File: config.mk
export PLATFORM = sky130hd
export DESIGN_NAME = hdmi_rx_capture_flat
export DESIGN_NICKNAME = d
export VERILOG_FILES = /design/src/rtl/hdmi_rx_capture_if.sv /design/src/rtl/hdmi_rx_capture.sv /design/src/flat_wrapper.sv
export SDC_FILE = /design/constraint.sdc
export NUM_CORES = 1
export LEC_CHECK = 0
export ABC_AREA = 1
export CAP_MARGIN = 10
export CORE_ASPECT_RATIO = 1.5
export CORE_MARGIN = 2
export CORE_UTILIZATION = 40
export CTS_CLUSTER_SIZE = 14
export DETAILED_ROUTE_END_ITERATION = 7
export PLACE_DENSITY_LB_ADDON = 0.12
export SETUP_SLACK_MARGIN = 0.05
export SKIP_CTS_REPAIR_TIMING = 1
export SYNTH_ARGS = -nofsm -noshare
export SYNTH_HDL_FRONTEND = slang
export SYNTH_SLANG_ARGS = --single-unit
File: constraint.sdc
create_clock -name clk -period 6 [get_ports clk]
set_clock_uncertainty 0.05 [all_clocks]
set_input_delay 1.2 -clock clk [delete_from_list [all_inputs] [get_ports clk]]
set_output_delay 1.2 -clock clk [all_outputs]
set_load 0.005 [all_outputs]
File: src/rtl/hdmi_rx_capture_if.sv
// Video-in and frame-memory write bundle for hdmi_rx_capture.
// slave is the capture block, master is the video source / memory side.
interface hdmi_rx_capture_if #(
    parameter int ADDR_W = 20
);
    logic [23:0]       In_pData;
    logic              In_pVSync;
    logic              In_pHSync;
    logic              In_pVDE;
    logic              Mem_Write;
    logic [ADDR_W-1:0] Mem_Addr;
    logic [23:0]       Mem_Data;

    modport master (
        output In_pData,
        output In_pVSync,
        output In_pHSync,
        output In_pVDE,
        input  Mem_Write,
        input  Mem_Addr,
        input  Mem_Data
    );

    modport slave (
        input  In_pData,
        input  In_pVSync,
        input  In_pHSync,
        input  In_pVDE,
        output Mem_Write,
        output Mem_Addr,
        output Mem_Data
    );
endinterface

File: src/rtl/hdmi_rx_capture.sv
// 640x480 receive capture: geometry check, linear frame-memory writes,
// per-frame status and FraimSync parity for the transmit path.
module hdmi_rx_capture #(
    parameter int H_ACTIVE = 640,
    parameter int V_ACTIVE = 480,
    parameter int ADDR_W   = 20
) (
    input  logic             clk,
    input  logic             rstn,
    hdmi_rx_capture_if.slave vid,
    output logic             FraimSync,
    output logic             Frame_Done,
    output logic             Frame_Err,
    output logic             Locked,
    output logic [15:0]      Line_counter
);

    typedef enum logic [1:0] {
        WAIT_VS,
        WAIT_DE,
        ACTIVE
    } state_t;

    localparam logic [9:0]  H_L = 10'(H_ACTIVE);
    localparam logic [15:0] V_L = 16'(V_ACTIVE);

    state_t            state;
    logic [23:0]       r_data;
    logic              r_vs;
    logic              r_hs;
    logic              r_de;
    logic              p_vs;
    logic              p_de;
    logic [9:0]        pix;
    logic [ADDR_W-1:0] addr;
    logic              err_seen;

    logic              vs_fall;
    logic              de_rise;
    logic              de_fall;
    logic [9:0]        pix_cur;
    logic              in_frame;
    logic              accept;
    logic              line_err;
    logic              eof_err;
    logic              unused_hs;

    assign unused_hs = r_hs;

    // Sync idles high, so reset the history high to avoid a fake fall.
    always_ff @(posedge clk or negedge rstn) begin
        if (!rstn) begin
            r_data <= '0;
            r_vs   <= 1'b1;
            r_hs   <= 1'b1;
            r_de   <= 1'b0;
            p_vs   <= 1'b1;
            p_de   <= 1'b0;
        end else begin
            r_data <= vid.In_pData;
            r_vs   <= vid.In_pVSync;
            r_hs   <= vid.In_pHSync;
            r_de   <= vid.In_pVDE;
            p_vs   <= r_vs;
            p_de   <= r_de;
        end
    end

    assign vs_fall = p_vs & ~r_vs;
    assign de_rise = r_de & ~p_de;
    assign de_fall = p_de & ~r_de;

    // The DE_rise cycle already carries pixel 0 of the line.
    assign pix_cur  = de_rise ? '0 : pix;
    assign in_frame = (state == ACTIVE) ||
                      (state == WAIT_DE && de_rise);
    assign accept   = r_de && in_frame && !vs_fall &&
                      (pix_cur < H_L) &&
                      (Line_counter < V_L);
    assign line_err = de_fall && (pix != H_L);
    assign eof_err  = r_de || (Line_counter != V_L) ||
                      line_err;

    always_ff @(posedge clk or negedge rstn) begin
        if (!rstn) begin
            state         <= WAIT_VS;
            pix           <= '0;
            addr          <= '0;
            err_seen      <= 1'b0;
            vid.Mem_Write <= 1'b0;
            vid.Mem_Addr  <= '0;
            vid.Mem_Data  <= '0;
            FraimSync     <= 1'b0;
            Frame_Done    <= 1'b0;
            Frame_Err     <= 1'b0;
            Locked        <= 1'b0;
            Line_counter  <= '0;
        end else begin
            vid.Mem_Write <= accept;
            vid.Mem_Data  <= r_data;
            Frame_Done    <= 1'b0;
            Frame_Err     <= 1'b0;
            if (accept) begin
                vid.Mem_Addr <= addr;
                addr         <= addr + 1'b1;
            end
            if (r_de && pix_cur != '1)
                pix <= pix_cur + 10'd1;
            else if (de_rise)
                pix <= pix_cur;
            unique case (state)
                WAIT_VS: begin
                    if (vs_fall) begin
                        state        <= WAIT_DE;
                        addr         <= '0;
                        pix          <= '0;
                        Line_counter <= '0;
                        err_seen     <= 1'b0;
                    end
                end
                WAIT_DE: begin
                    if (vs_fall) begin
                        addr         <= '0;
                        pix          <= '0;
                        Line_counter <= '0;
                        err_seen     <= 1'b0;
                    end else if (de_rise) begin
                        state <= ACTIVE;
                    end
                end
                ACTIVE: begin
                    if (vs_fall) begin
                        state        <= WAIT_DE;
                        addr         <= '0;
                        pix          <= '0;
                        Line_counter <= '0;
                        err_seen     <= 1'b0;
                        if (eof_err) begin
                            Frame_Err <= 1'b1;
                            Locked    <= 1'b0;
                        end else if (!err_seen) begin
                            Frame_Done <= 1'b1;
                            FraimSync  <= ~FraimSync;
                            Locked     <= 1'b1;
                        end
                    end else if (de_fall) begin
                        if (Line_counter != '1)
                            Line_counter <= Line_counter + 16'd1;
                        if (line_err) begin
                            Frame_Err <= 1'b1;
                            Locked    <= 1'b0;
                            err_seen  <= 1'b1;
                        end
                    end
                end
                default: state <= WAIT_VS;
            endcase
        end
    end

endmodule

File: src/flat_wrapper.sv
// flat-port wrapper written by rule: the top's interface ports become plain ports
module hdmi_rx_capture_flat 
#(
    parameter int H_ACTIVE = 640,
    parameter int V_ACTIVE = 480,
    parameter int ADDR_W   = 20
)
  (clk, rstn, FraimSync, Frame_Done, Frame_Err, Locked, Line_counter, vid_In_pData, vid_In_pVSync, vid_In_pHSync, vid_In_pVDE, vid_Mem_Write, vid_Mem_Addr, vid_Mem_Data);
  hdmi_rx_capture_if #(.ADDR_W(ADDR_W)) vid_i ();
  input  logic clk;
  input  logic rstn;
  output logic FraimSync;
  output logic Frame_Done;
  output logic Frame_Err;
  output logic Locked;
  output logic [15:0] Line_counter;
  input wire logic [$bits(vid_i.In_pData)-1:0] vid_In_pData;
  input wire logic [$bits(vid_i.In_pVSync)-1:0] vid_In_pVSync;
  input wire logic [$bits(vid_i.In_pHSync)-1:0] vid_In_pHSync;
  input wire logic [$bits(vid_i.In_pVDE)-1:0] vid_In_pVDE;
  output wire logic [$bits(vid_i.Mem_Write)-1:0] vid_Mem_Write;
  output wire logic [$bits(vid_i.Mem_Addr)-1:0] vid_Mem_Addr;
  output wire logic [$bits(vid_i.Mem_Data)-1:0] vid_Mem_Data;
  assign vid_i.In_pData = vid_In_pData;
  assign vid_i.In_pVSync = vid_In_pVSync;
  assign vid_i.In_pHSync = vid_In_pHSync;
  assign vid_i.In_pVDE = vid_In_pVDE;
  assign vid_Mem_Write = vid_i.Mem_Write;
  assign vid_Mem_Addr = vid_i.Mem_Addr;
  assign vid_Mem_Data = vid_i.Mem_Data;
  hdmi_rx_capture #(.H_ACTIVE(H_ACTIVE), .V_ACTIVE(V_ACTIVE), .ADDR_W(ADDR_W)) u_core (.clk(clk), .rstn(rstn), .vid(vid_i), .FraimSync(FraimSync), .Frame_Done(Frame_Done), .Frame_Err(Frame_Err), .Locked(Locked), .Line_counter(Line_counter));
endmodule
* Yosys cells after proc, flatten, opt, wreduce, memory -nomap -nowiden *
Cells that the tools add are included.
W data, S select, Z words.

cells by class
  add/sub/neg operators = 3
  magnitude comparators = 2
  equal/unequal tests = 14
  mux-type cells = 36
  bitwise logic cells = 9
  reductions and logical operators = 23

operators by type and width
  operator                 number
  $mux W16                 4
  $mux W20                 3
  $mux W10                 5
  $pmux W16 S2             1
  $add A20 B1 Y20 const B  1
  $ne A10 B10 Y1 const B   2
  $mux W1                  18
  $add A16 B1 Y16 const B  1
  $lt A16 B9 Y1 const B    1
  $ne A16 B16 Y1 const B   1
  $ne A16 B9 Y1 const B    1
  $reduce_and A4 Y1        4
  $add A10 B1 Y10 const B  1
  $lt A10 B10 Y1 const B   1
  $logic_and A1 B1 Y1      7
  $mux W2                  3
  $ne A2 B1 Y1 const B     3
  $ne A3 B1 Y1 const B     2
  $not A1 Y1               6
  $reduce_bool A2 Y1       3
  $pmux W2 S2              1
  $reduce_or A2 Y1         2
  $and A1 B1 Y1            3
  $logic_or A1 B1 Y1       3
  other kinds (10)         10

storage, ports and cells
  register bits after elaboration = 126
  input bits = 29
  output and inout port bits = 65
  logic and storage cells = 104

* Depth between registers and ports, before layout *
Gate-level depths: netlist (run 1).

  word-level depth = 11
  depth in mapped cells = 17
  gate-level depth less buffers = 16

* Worst setup path after synthesis (run 1) *
No wires, ideal clock.

  kind = reg-to-reg
  from = register u_core.r_de
  to = register u_core.pix[6]
  library setup time = 0.120 ns
  data arrival time = 1.761 ns
  data required time = 5.830 ns
  slack = 4.069 ns
  stages on the path, launching flop included = 16
  path buffers = 1
  period minus slack after synthesis = 1.931 ns
  path through = dfrtp_1 > nand2_2 > buf_6 > nand2_1 > inv_1 > ha_1 > nand2_1 > inv_1 > nand3_1 > nor2_1 > nand2_1 > nand2_2 > inv_2 > nand3_1 > o21ai_0 > nor2_1

between the ends
  cells in the longest elaborated chain, start to end = 7
  elaborated cells between the ends (all ways) = 9
  classes of those cells = 1 x add/sub; 1 x eq/ne; 5 x mux; 1 x bitwise; 1 x reduce/logical

ends and longest elaborated chain
  element                                                  RTL line                                                                text
  from (decl)                                              hdmi_rx_capture.sv:31                                                   logic r_de;
  from (signal assigned)                                   hdmi_rx_capture.sv:63                                                   r_de <= vid.In_pVDE;
  branches (longest 4 deep; another with $add A10 B1 Y10)  --
  $mux W10 (*)                                             hdmi_rx_capture.sv:107                                                  if (r_de && pix_cur != '1)
  $mux W10                                                 hdmi_rx_capture.sv:113, hdmi_rx_capture.sv:122, hdmi_rx_capture.sv:132
  $mux W10 (*)                                             --
  to (signal assigned)                                     hdmi_rx_capture.sv:108                                                  pix <= pix_cur + 10'd1;
  to (signal assigned)                                     hdmi_rx_capture.sv:110                                                  pix <= pix_cur;
  to (decl)                                                hdmi_rx_capture.sv:34                                                   logic [9:0] pix;

Mark *: on every way between the ends.
A chain may end at the register's enable or synchronous reset.

* Worst setup path in the final report (run 1) *
  from = register u_core.p_vs
  to = register u_core.Line_counter[2]

between the ends
  cells in the longest elaborated chain, start to end = 3
  elaborated cells between the ends (all ways) = 7
  classes of those cells = 3 x eq/ne; 2 x mux; 1 x bitwise; 1 x reduce/logical

ends and longest elaborated chain
  element                                                             RTL line                text
  from (decl)                                                         hdmi_rx_capture.sv:32   logic p_vs;
  from (signal assigned)                                              hdmi_rx_capture.sv:64   p_vs <= r_vs;
  $and A1 B1 Y1 (*)                                                   hdmi_rx_capture.sv:69   assign vs_fall = p_vs & ~r_vs;
  $ne A3 B2 Y1 (no source line), or another cell as far along         --
  $reduce_and A4 Y1 (no source line) or $pmux W16 S2 (tied branches)  --
  to (signal assigned)                                                hdmi_rx_capture.sv:148  Line_counter <= Line_counter + 16'd1;
  to (decl)                                                           hdmi_rx_capture.sv:15   output logic [15:0] Line_counter

Every way passes the cells marked *; elsewhere a longest branch is shown, timed or not.

==> results of run 1 <==
==> through the flow <==
step | hold WS, ns | total power, mW | cell area (um^2) | worst slack (ns)
floorplan | 0.281 | 0.980 | 5620 | 4.07
global placement | 0.281 | 1.06 | 6670 | 2.62
detailed placement | 0.286 | 1.07 | 6670 | 2.50
CTS | 0.293 | 2.19 | 7310 | 2.46
global route | 0.305 | 2.24 | 7310 | 2.15
finish | 0.297 | 2.16 | 7310 | 2.48
==> cell usage after synthesis, drive strengths merged, types with 6 or more instances <==
master / n
inv: 75
o21ai: 51
nand3: 42
buf: 10
nand2: 192
dfrtp: 124
nand4: 19
a22oi: 6
nor2: 81
xor2: 9
nor3: 11
a21oi: 18
==> cells in the final DEF, fill, tap and decap left out, drive strengths merged <==
cell             n
a21o             1
a21oi           18
a22oi            6
and3             2
buf              3
bufinv           4
clkbuf          20
clkdlybuf4s50   91
clkinv           2
clkinvlp         3
dfrtp          124
dfstp            2
ha               4
inv             78
nand2          192
nand3           42
nand4           19
nor2            81
nor3            11
nor3b            1
nor4             4
o211ai           2
o21ai           51
o21bai           1
o22ai            1
xnor2            1
xor2             9
==> final cells by class <==
| cell class | instances | area [um^2] |
|---|---|---|
| fillers | 1299 | 6550 |
| flip-flops and latches | 126 | 3160 |
| multi-input cells | 446 | 2100 |
| repair buffers | 94 | 933 |
| clock buffers | 20 | 457 |
| inverters | 75 | 282 |
| well taps | 165 | 206 |
| clock inverters | 12 | 183 |
==> kinds of logic after synthesis <==
kind of cell | after synthesis | share of synthesized area (%)
fa+ha+maj | 4 | 0.890
buf+inv | 89 | 6.61
simple gates | 352 | 27.1
xor+xnor | 10 | 1.56
compound gates | 80 | 7.72
flops | 126 | 56.1
==> power by group <==
group	leakage [nW]	switching (mW)	internal (mW)
Combinational	1.39	0.0866	0.0584
Clock	0.304	0.390	0.721
Sequential	1.63	0.0199	0.883
==> sequential cells by signal, indices dropped and copies added (netlist names), 2 cells and up <==
signal / count
u_core.Line_counter: 16
u_core.r_data: 24
u_core.addr: 20
u_core.state: 2
u_core.vid.Mem_Addr: 20
u_core.vid.Mem_Data: 24
u_core.pix: 10
==> metal layers <==
metal  routed length (um)  up-vias
met1                 5390     2280
met5                    0        -
li1                     -     2320
met3                  564       23
met2                 7490      117
met4                  318        0
==> worst max path at each step <==
stage	startpoint	slack, ns	to	cells past startpoint
3_5_place_dp	u_core.p_vs	2.50	u_core.Line_counter[2]	8
6_report	u_core.p_vs	2.48	u_core.Line_counter[2]	8
2_1_floorplan	u_core.r_de	4.07	u_core.pix[6]	15
4_1_cts	u_core.p_vs	2.46	u_core.Line_counter[2]	8
3_3_place_gp	u_core.p_vs	2.62	u_core.Line_counter[2]	8
5_1_grt	u_core.p_vs	2.15	u_core.Line_counter[2]	8
==> results.yml, run 1 <==
run_status:
  status: "completed"
clock_tree:
  cts_inserted_buffers: 17
  htreeDepth: 4
  cts.sinks: 126
  clk_latency_ns: 0.41
  cts_tree: "built"
  clk_pin_slew_ns: 0.06
  clk_path_buf_depth: 2
  cts_root_buf: "clkbuf_16"
grt:
  grt_first_pass_wirelength_um: 22700
  met1_usage_pct: 21.9
  grt_pass1_vias: 4822
  top_usage_layer: "met2"
  gr-usage-all-layers_pct: 19.7
  antenna_found_initial: 0
  grt_start_max_net_pins: 81
  overflow: 0
  grt_use_met3_pct: 4.92
  use_met2_pct: 34.5
setup_path:
  cp_max_fo: 19
  arrival_ns: 3.80
  timing.rr.end: "u_core.Line_counter[2]"
  crit_family: "simple AND/OR/NAND/NOR gates"
  worstPathBufferInverterCount: 2
  startpoint_type: "flop"
  critical_path_class: "reg -> reg"
  r2r_slack_ns: 2.48
  end_kind: "flop"
  critPathMaxStageDelay_ns: 0.87
  worstPathCellList: "inv_1, nor2_4, inv_1, nor2_1, nor2_1, a21oi_1, nand2_1, o21ai_1"
  cp.required_ns: 6.28
  r2r_start: "u_core.p_vs"
  critPathSlowestCell: "nor2_1"
  r2r_cells: 8
yosys:
  post-synth-top-area-fraction_pct: 55.2
  synth_edf_count: 0
  yosys_warnings: 0
  yosys_register_bits: 126
  synth_ff_type: "dfrtp_1"
  yosysUniqueCellTypes: 35
  async_flop_share_pct: 100
  avgSynthCellArea_um2: 8.51
  synth_area_leaders: "dfrtp_1 (55%), nand2_1 (13%), nor2_1 (5.0%), inv_1 (4.9%), o21ai_0 (3.9%)"
  synth_area_leader_cell: "dfrtp_1"
  synth_nets: 694
  synth_cells: 661
  netlist_area_um2: 5620
  synth_seq_area_share_pct: 56.1
layout:
  final_cells: 938
  area_growth_pct: 30.0
  antenna_cells: 0
  fin_nets: 793
  drive_above_1_share_pct: 7.12
  utilization_pct: 52.8
sta:
  slew_headroom_pct: 29.9
  fin_crit_sh_pct: 58.6
  drv_slew: 0
  period_minus_slack_ns: 3.52
  setup-violations-final: 0
  fmax_mhz: 284
  rsz0062_at_grt: "false"
  tightest_slew_ns: 1.05
  tns_ns: 0
  finalHoldViolCount: 0
placed_design:
  dpl.hpwl_um: 9540
  port_buffers: 92
  place_congestion: 0.894
  dp_cells: 906
floorplan:
  die-area_um2: 15000
  initial_core_util_pct: 40.6
  ioPinCount: 94
  coreArea_um2: 13900
  fp.dieH_um: 149
  dieWidth_um: 101
  rows: 53
routing:
  route.detailed.drc: 0
  routed_via_density: 5.05
  drtAntennaViolNets: 0
  firstDrtPassIters: 5
  drt_wl_total_um: 13800
  drtIter0Drc: 253
  post_drt_wl_per_cell_um: 14.7
  vias: 4740
flow_run:
  maxCapViolations: 0
hold_path:
  hp-class: "reg -> reg"
  holdPathEnd: "u_core.vid.Mem_Data[7]"
  whs_path_depth: 0
  min_from: "u_core.r_data[7]"
pwr:
  p_leak_nw: 3.32
  ir_drop_uv: 187
  p_per_area_nw_per_um2: 295
(Power assumes the default switching activity.)
==> inputs of run 2 (changes only) <==
- clock period: 6 -> 3.42 ns (I/O delays scaled with it)
==> run 2 against run 1 <==
  * First-iteration DRC count shrank 17%
  * Non-clock buffer count rose by 5
  * Sequential power is 75% higher
  * Worst setup slack worse by 1.6 ns
  * Worst hold slack worse by 0.034 ns
  * Via count decreased by 1.3%
  * Sequential share of layout area is 0.23 points higher
  * Final cell count is 0.43% higher
  * Flip-flop and latch count did not move
  * Critical path type unchanged
  * Largest cell class unchanged
==> results.yml, run 2 (synthesis gave the netlist of run 1 again) <==
setup_path:
  critPathSlowestCell: "dfrtp_1"
  startpoint_type: "flop"
  end_kind: "flop"
  cp_max_fo: 21
  arrival_ns: 2.77
  cp.required_ns: 3.66
  worstPathCellList: "nand2_2, inv_1, nor2_1, nand2_1, nand2_1, nor2_1, nand2_1, inv_1, o21ai_0, nor2_1"
  critical_path_class: "reg -> reg"
  critPathMaxStageDelay_ns: 0.49
placed_design:
  dpl.hpwl_um: 9740
  dpl-instance-area_um2: 6720
  port_buffers: 92
  place_ws_ns: 0.919
  place_congestion: 0.884
clock_tree:
  cts_tree: "built"
  cts_inserted_buffers: 17
  cts.sinks: 126
  clk_path_buf_depth: 2
  cts_root_buf: "clkbuf_16"
  htreeDepth: 4
  clk_latency_ns: 0.41
  clk_pin_slew_ns: 0.06
routing:
  routed_via_density: 4.97
  drtAntennaViolNets: 0
  post_drt_wl_per_cell_um: 14.5
  met2_wirelength_um: 7580
  drt_wl_total_um: 13700
  dr_wl_met3_um: 420
  vias: 4678
  drtIter0Drc: 211
  wl_met1_um: 5510
  dr.max_layer_used: "met4"
  firstDrtPassIters: 4
  route.detailed.drc: 0
sta:
  fmax_mhz: 396
  holdWs_ns: 0.262
  period_minus_slack_ns: 2.53
  finalHoldViolCount: 0
  tns_ns: 0
  rsz0062_at_grt: "false"
  fin_ws_ns: 0.894
  slew_headroom_pct: 52.1
  tightest_slew_ns: 0.718
  setup-violations-final: 0
  drv_slew: 0
  fin_crit_sh_pct: 73.9
pwr:
  p_total_mw: 3.52
  ir_drop_uv: 318
  p_per_area_nw_per_um2: 484
  p_leak_nw: 3.32
layout:
  design_area_um2: 7270
  top_regs: "u_core.r_data x24, u_core.vid.Mem_Data x24"
  area_growth_pct: 29.3
  antenna_cells: 0
  drive_above_1_share_pct: 7.59
  final_common_cell: "nand2_1"
  fin_nets: 798
  layout_common_cells: "nand2_1 (188), dfrtp_1 (124), clkdlybuf4s50_1 (91)"
floorplan:
  dieWidth_um: 101
  fp.dieH_um: 149
  coreArea_um2: 13900
  ioPinCount: 94
  initial_core_util_pct: 40.6
  die-area_um2: 15000
  rows: 53
grt:
  grt_start_max_net_pins: 73
  antenna_found_initial: 0
  overflow: 0
  grt_pass1_vias: 4668
  grt_first_pass_wirelength_um: 22600
  gr-usage-all-layers_pct: 19.5
hold_path:
  hp-class: "in -> async"
flow_run:
  maxCapViolations: 0
run_status:
  status: "completed"
## run 2: cell count changes in the layout (fill, tap and decap cells not counted)
cell        delta
buf_4          +4
inv_6          -3
buf_12         +1
clkinv_2       +5
clkinvlp_4     -2
bufinv_16      -3
clkinv_4       +2
## run 2: final timing paths
kind / startpoint / endpoint / depth (start not counted) / slack (ns)
hold / removal: rstn / u_core.vid.Mem_Addr[3] / 1 / 0.26
setup reg to reg: u_core.r_de / u_core.addr[1] / 10 / 0.89
min in group clk: u_core.r_data[7] / u_core.vid.Mem_Data[7] / 0 / 0.29
max in group asynchronous: rstn / u_core.p_vs / 2 / 2.21
hold reg to reg: u_core.r_data[7] / u_core.vid.Mem_Data[7] / 0 / 0.29
setup / recovery: u_core.r_de / u_core.addr[1] / 10 / 0.89
## run 2: area by class of cell
| class | count | area [um^2] |
|---|---|---|
| Fill cell | 1310 | 6590 |
| Sequential cell | 126 | 3160 |
| Multi-Input combinational cell | 446 | 2100 |
| Timing Repair Buffer | 99 | 983 |
| Clock buffer | 20 | 457 |
| Inverter | 75 | 282 |
| Tap cell | 165 | 206 |
| Clock inverter | 11 | 93.8 |
## run 2: worst max-delay path, delay by kind of cell (launching register included)
family / cells / cell delay (ns)
buffers and inverters: 2 / 0.36
and+or+nand+nor: 7 / 1.28
AOI/OAI and AO/OA: 1 / 0.22
DFF: 1 / 0.49
## run 2: metrics by stage
step	utilization [%]	std cells
final	52.5	942
after global routing	52.5	942
after floorplan	-	661
after detailed placement	48.5	911
after CTS	52.5	942
after global placement	48.5	911
## run 2: report_power, final
| group | leakage (nW) | switching (mW) | total [mW] | internal, mW |
|---|---|---|---|---|
| Combinational | 1.41 | 0.153 | 0.263 | 0.110 |
| Clock | 0.275 | 0.644 | 1.67 | 1.03 |
| Sequential | 1.63 | 0.0333 | 1.58 | 1.55 |
## run 2: per-layer routing
layer	track usage, %	vias up
li1	-	2323
met1	22.0	2245
met2	35.3	98
met3	4.73	12
met4	6.71	0
met5	0	-
==> RTL edit, RTL diff (settings of run 2) <==
Make the reset (`rstn`) synchronous in 2 clocked blocks.
--- a/src/rtl/hdmi_rx_capture.sv
+++ b/src/rtl/hdmi_rx_capture.sv
@@ -50,3 +50,3 @@
     // Sync idles high, so reset the history high to avoid a fake fall.
-    always_ff @(posedge clk or negedge rstn) begin
+    always_ff @(posedge clk) begin
         if (!rstn) begin
@@ -83,3 +83,3 @@
 
-    always_ff @(posedge clk or negedge rstn) begin
+    always_ff @(posedge clk) begin
         if (!rstn) begin
Function: differs if rstn is asserted again (counterexample within 4 cycles, from zero or initial values and one cycle with rstn low); with rstn held inactive, the same outputs for 4 cycles.
==> RTL edit against run 2 <==
- final area down 3.2%
- area after synthesis down 3.6%
- routed wire length down 3.8%
- via count up 10%
- total power down 1.4%
- setup slack better by 180 ps
- synthesized cell count up 20%
- first-iteration DRC count up 9.5%
- sequential cell count unchanged
- maximum frequency up 7.9%
- clock power up 7%
==> RTL edit: results (changes against run 2) <==
status=finished clean (unchanged); Worst Path Max Fanout=30 (was 21); VDD IR max=402 µV (was 318 µV); H-tree levels=4 (unchanged); Slew @ Worst Pin=755 ps (was 718 ps); Top Registers=u_core.r_data x24, u_core.vid.Mem_Data x24 (unchanged); commonest cells in the netlist=nand2_1 (222), dfxtp_1 (126), inv_1 (117) (was nand2_1 (188), dfrtp_1 (124), nor2_1 (75)); register area share after synthesis=46.5% (was 56.1%); biggest cell delay along the critical path=500 ps; post-DP HPWL=9420 µm (was 9740 µm); DR iter-0 viols=231 (was 211); worst skew pair latency=410 ps (about the same); # fillers=1343 (was 1310); router iterations before antenna repair=5 (was 4); clk buf depth=2 (unchanged); Post-DP Area=6450 µm² (was 6720 µm²); vias per inst=4.86 (was 4.97); CTS Root Cell=clkbuf_16 (unchanged); CTS clk-pin slew, worst paths=60 ps (about the same); synth top area cells=dfxtp_1 (47%), nand2_1 (15%), inv_1 (8.1%) (was dfrtp_1 (55%), nand2_1 (13%), nor2_1 (5.0%)); Top Family by Delay on Critical Path=simple AND/OR/NAND/NOR gates (unchanged); Distinct cells, synth=33 (was 35); min-delay worst type=reg -> reg (was in -> async); largest net degree at the start of global routing=63 (was 73); Post-Layout Cell Count=1058 (was 942); leak pwr=3.13 nW (was 3.32 nW); initial antenna violation count=0 (unchanged); total global-route track usage=18.8% (was 19.5%); Placer Congestion=0.852 (was 0.884); Total Wirelength=13200 µm (was 13700 µm); YS warnings=0 (unchanged); total CTS buffers=17 (unchanged); worst reg2reg setup slack=1080 ps (was 890 ps); setup TNS=0 ps (unchanged); Post-synth ARST share=0% (was 100%); CP max stage cell=nor2_4 (was dfrtp_1); Most used DFF post-synth=dfxtp_1 (was dfrtp_1); placed cell count=1026 (was 911); hold_ws=361 ps (was 262 ps); syn_nets=826 (was 694); CP Data Arrival Time=2630 ps (was 2770 ps); layout cell share with drive strength beyond 1=5.92% (was 7.59%); Ant. Diodes=0 (unchanged); Port Buffers=92 (unchanged); syn avg cell area=6.84 µm² (was 8.51 µm²); first-pass GRT wire length=22300 µm (was 22600 µm); vias in the first global route=4928 (was 4668); fin nets=916 (was 798)
-- RTL edit: cell count changes after synthesis, sizes merged, moves of 6 or more --
cell / run 2 / this run
inv: 75 / 119
dfrtp: 124 / 0
a21oi: 18 / 46
nor2: 81 / 111
xor2: 9 / 3
o21ai: 51 / 28
a22oi: 6 / 0
nand2: 192 / 225
nand4: 19 / 13
clkbuf: 4 / 15
dfxtp: 0 / 126
nand3: 42 / 59
-- RTL edit: logic make-up (layout without fill, tap and decap cells) --
logic type	count (synthesis)	in the layout	synth area share, %
adders and majority gates	4	4	0.923
DFF	126	126	46.5
AOI/OAI and AO/OA	82	82	7.94
xor gates and xnor gates	4	4	0.646
and+or+nand+nor	432	432	33.4
buffers and inverters	145	248	10.6
-- RTL edit: final timing paths --
check                                          endpoint  depth (start not counted)        startpoint
worst max register to register  u_core.vid.Mem_Addr[14]                          9       u_core.r_vs
worst min-delay path             u_core.vid.Mem_Data[2]                          2  u_core.r_data[2]
worst min register to register   u_core.vid.Mem_Data[2]                          2  u_core.r_data[2]
worst max-delay path            u_core.vid.Mem_Addr[14]                          9       u_core.r_vs
-- RTL edit: layout make-up --
type	count	area, µm²	area share [%]
Clock buffer	18	439	6.24
Clock inverter	14	150	2.13
Multi-Input combinational cell	522	2330	33.0
Tap cell	162	203	2.88
Sequential cell	126	2520	35.8
Inverter	119	447	6.34
Timing Repair Buffer	97	953	13.5
-- RTL edit: power by group --
| group | internal [W] | leakage (nW) | switching (W) |
|---|---|---|---|
| clock network | 0.00105 | 0.282 | 0.000728 |
| logic | 0.0000780 | 1.82 | 0.0000960 |
| registers | 0.00150 | 1.03 | 0.0000137 |
-- RTL edit: per-layer routing --
layer	vias up	wire length, µm	share of wire, %	GRT usage, %
li1	2647	-	-	-
met1	2326	5270	40	20.1
met2	138	6710	51	32.4
met3	36	766	5.8	6.03
met4	0	420	3.2	10.4
met5	-	0	0	0
-- RTL edit: through the flow --
stage | worst slack (ps) | total power (W)
6_report | 1080 | 0.00347
5_1_grt | 744 | 0.00359
4_1_cts | 1070 | 0.00351
3_5_place_dp | 1100 | 0.00173
3_3_place_gp | 1130 | 0.00172
2_1_floorplan | 1250 | 0.00164
-- RTL edit: tightest hold or removal path: cells and delay by family, from the launching register on --
kind / cells / cell delay, ps
buf+inv: 1 / 40
simple gates: 1 / 40
flops: 1 / 300
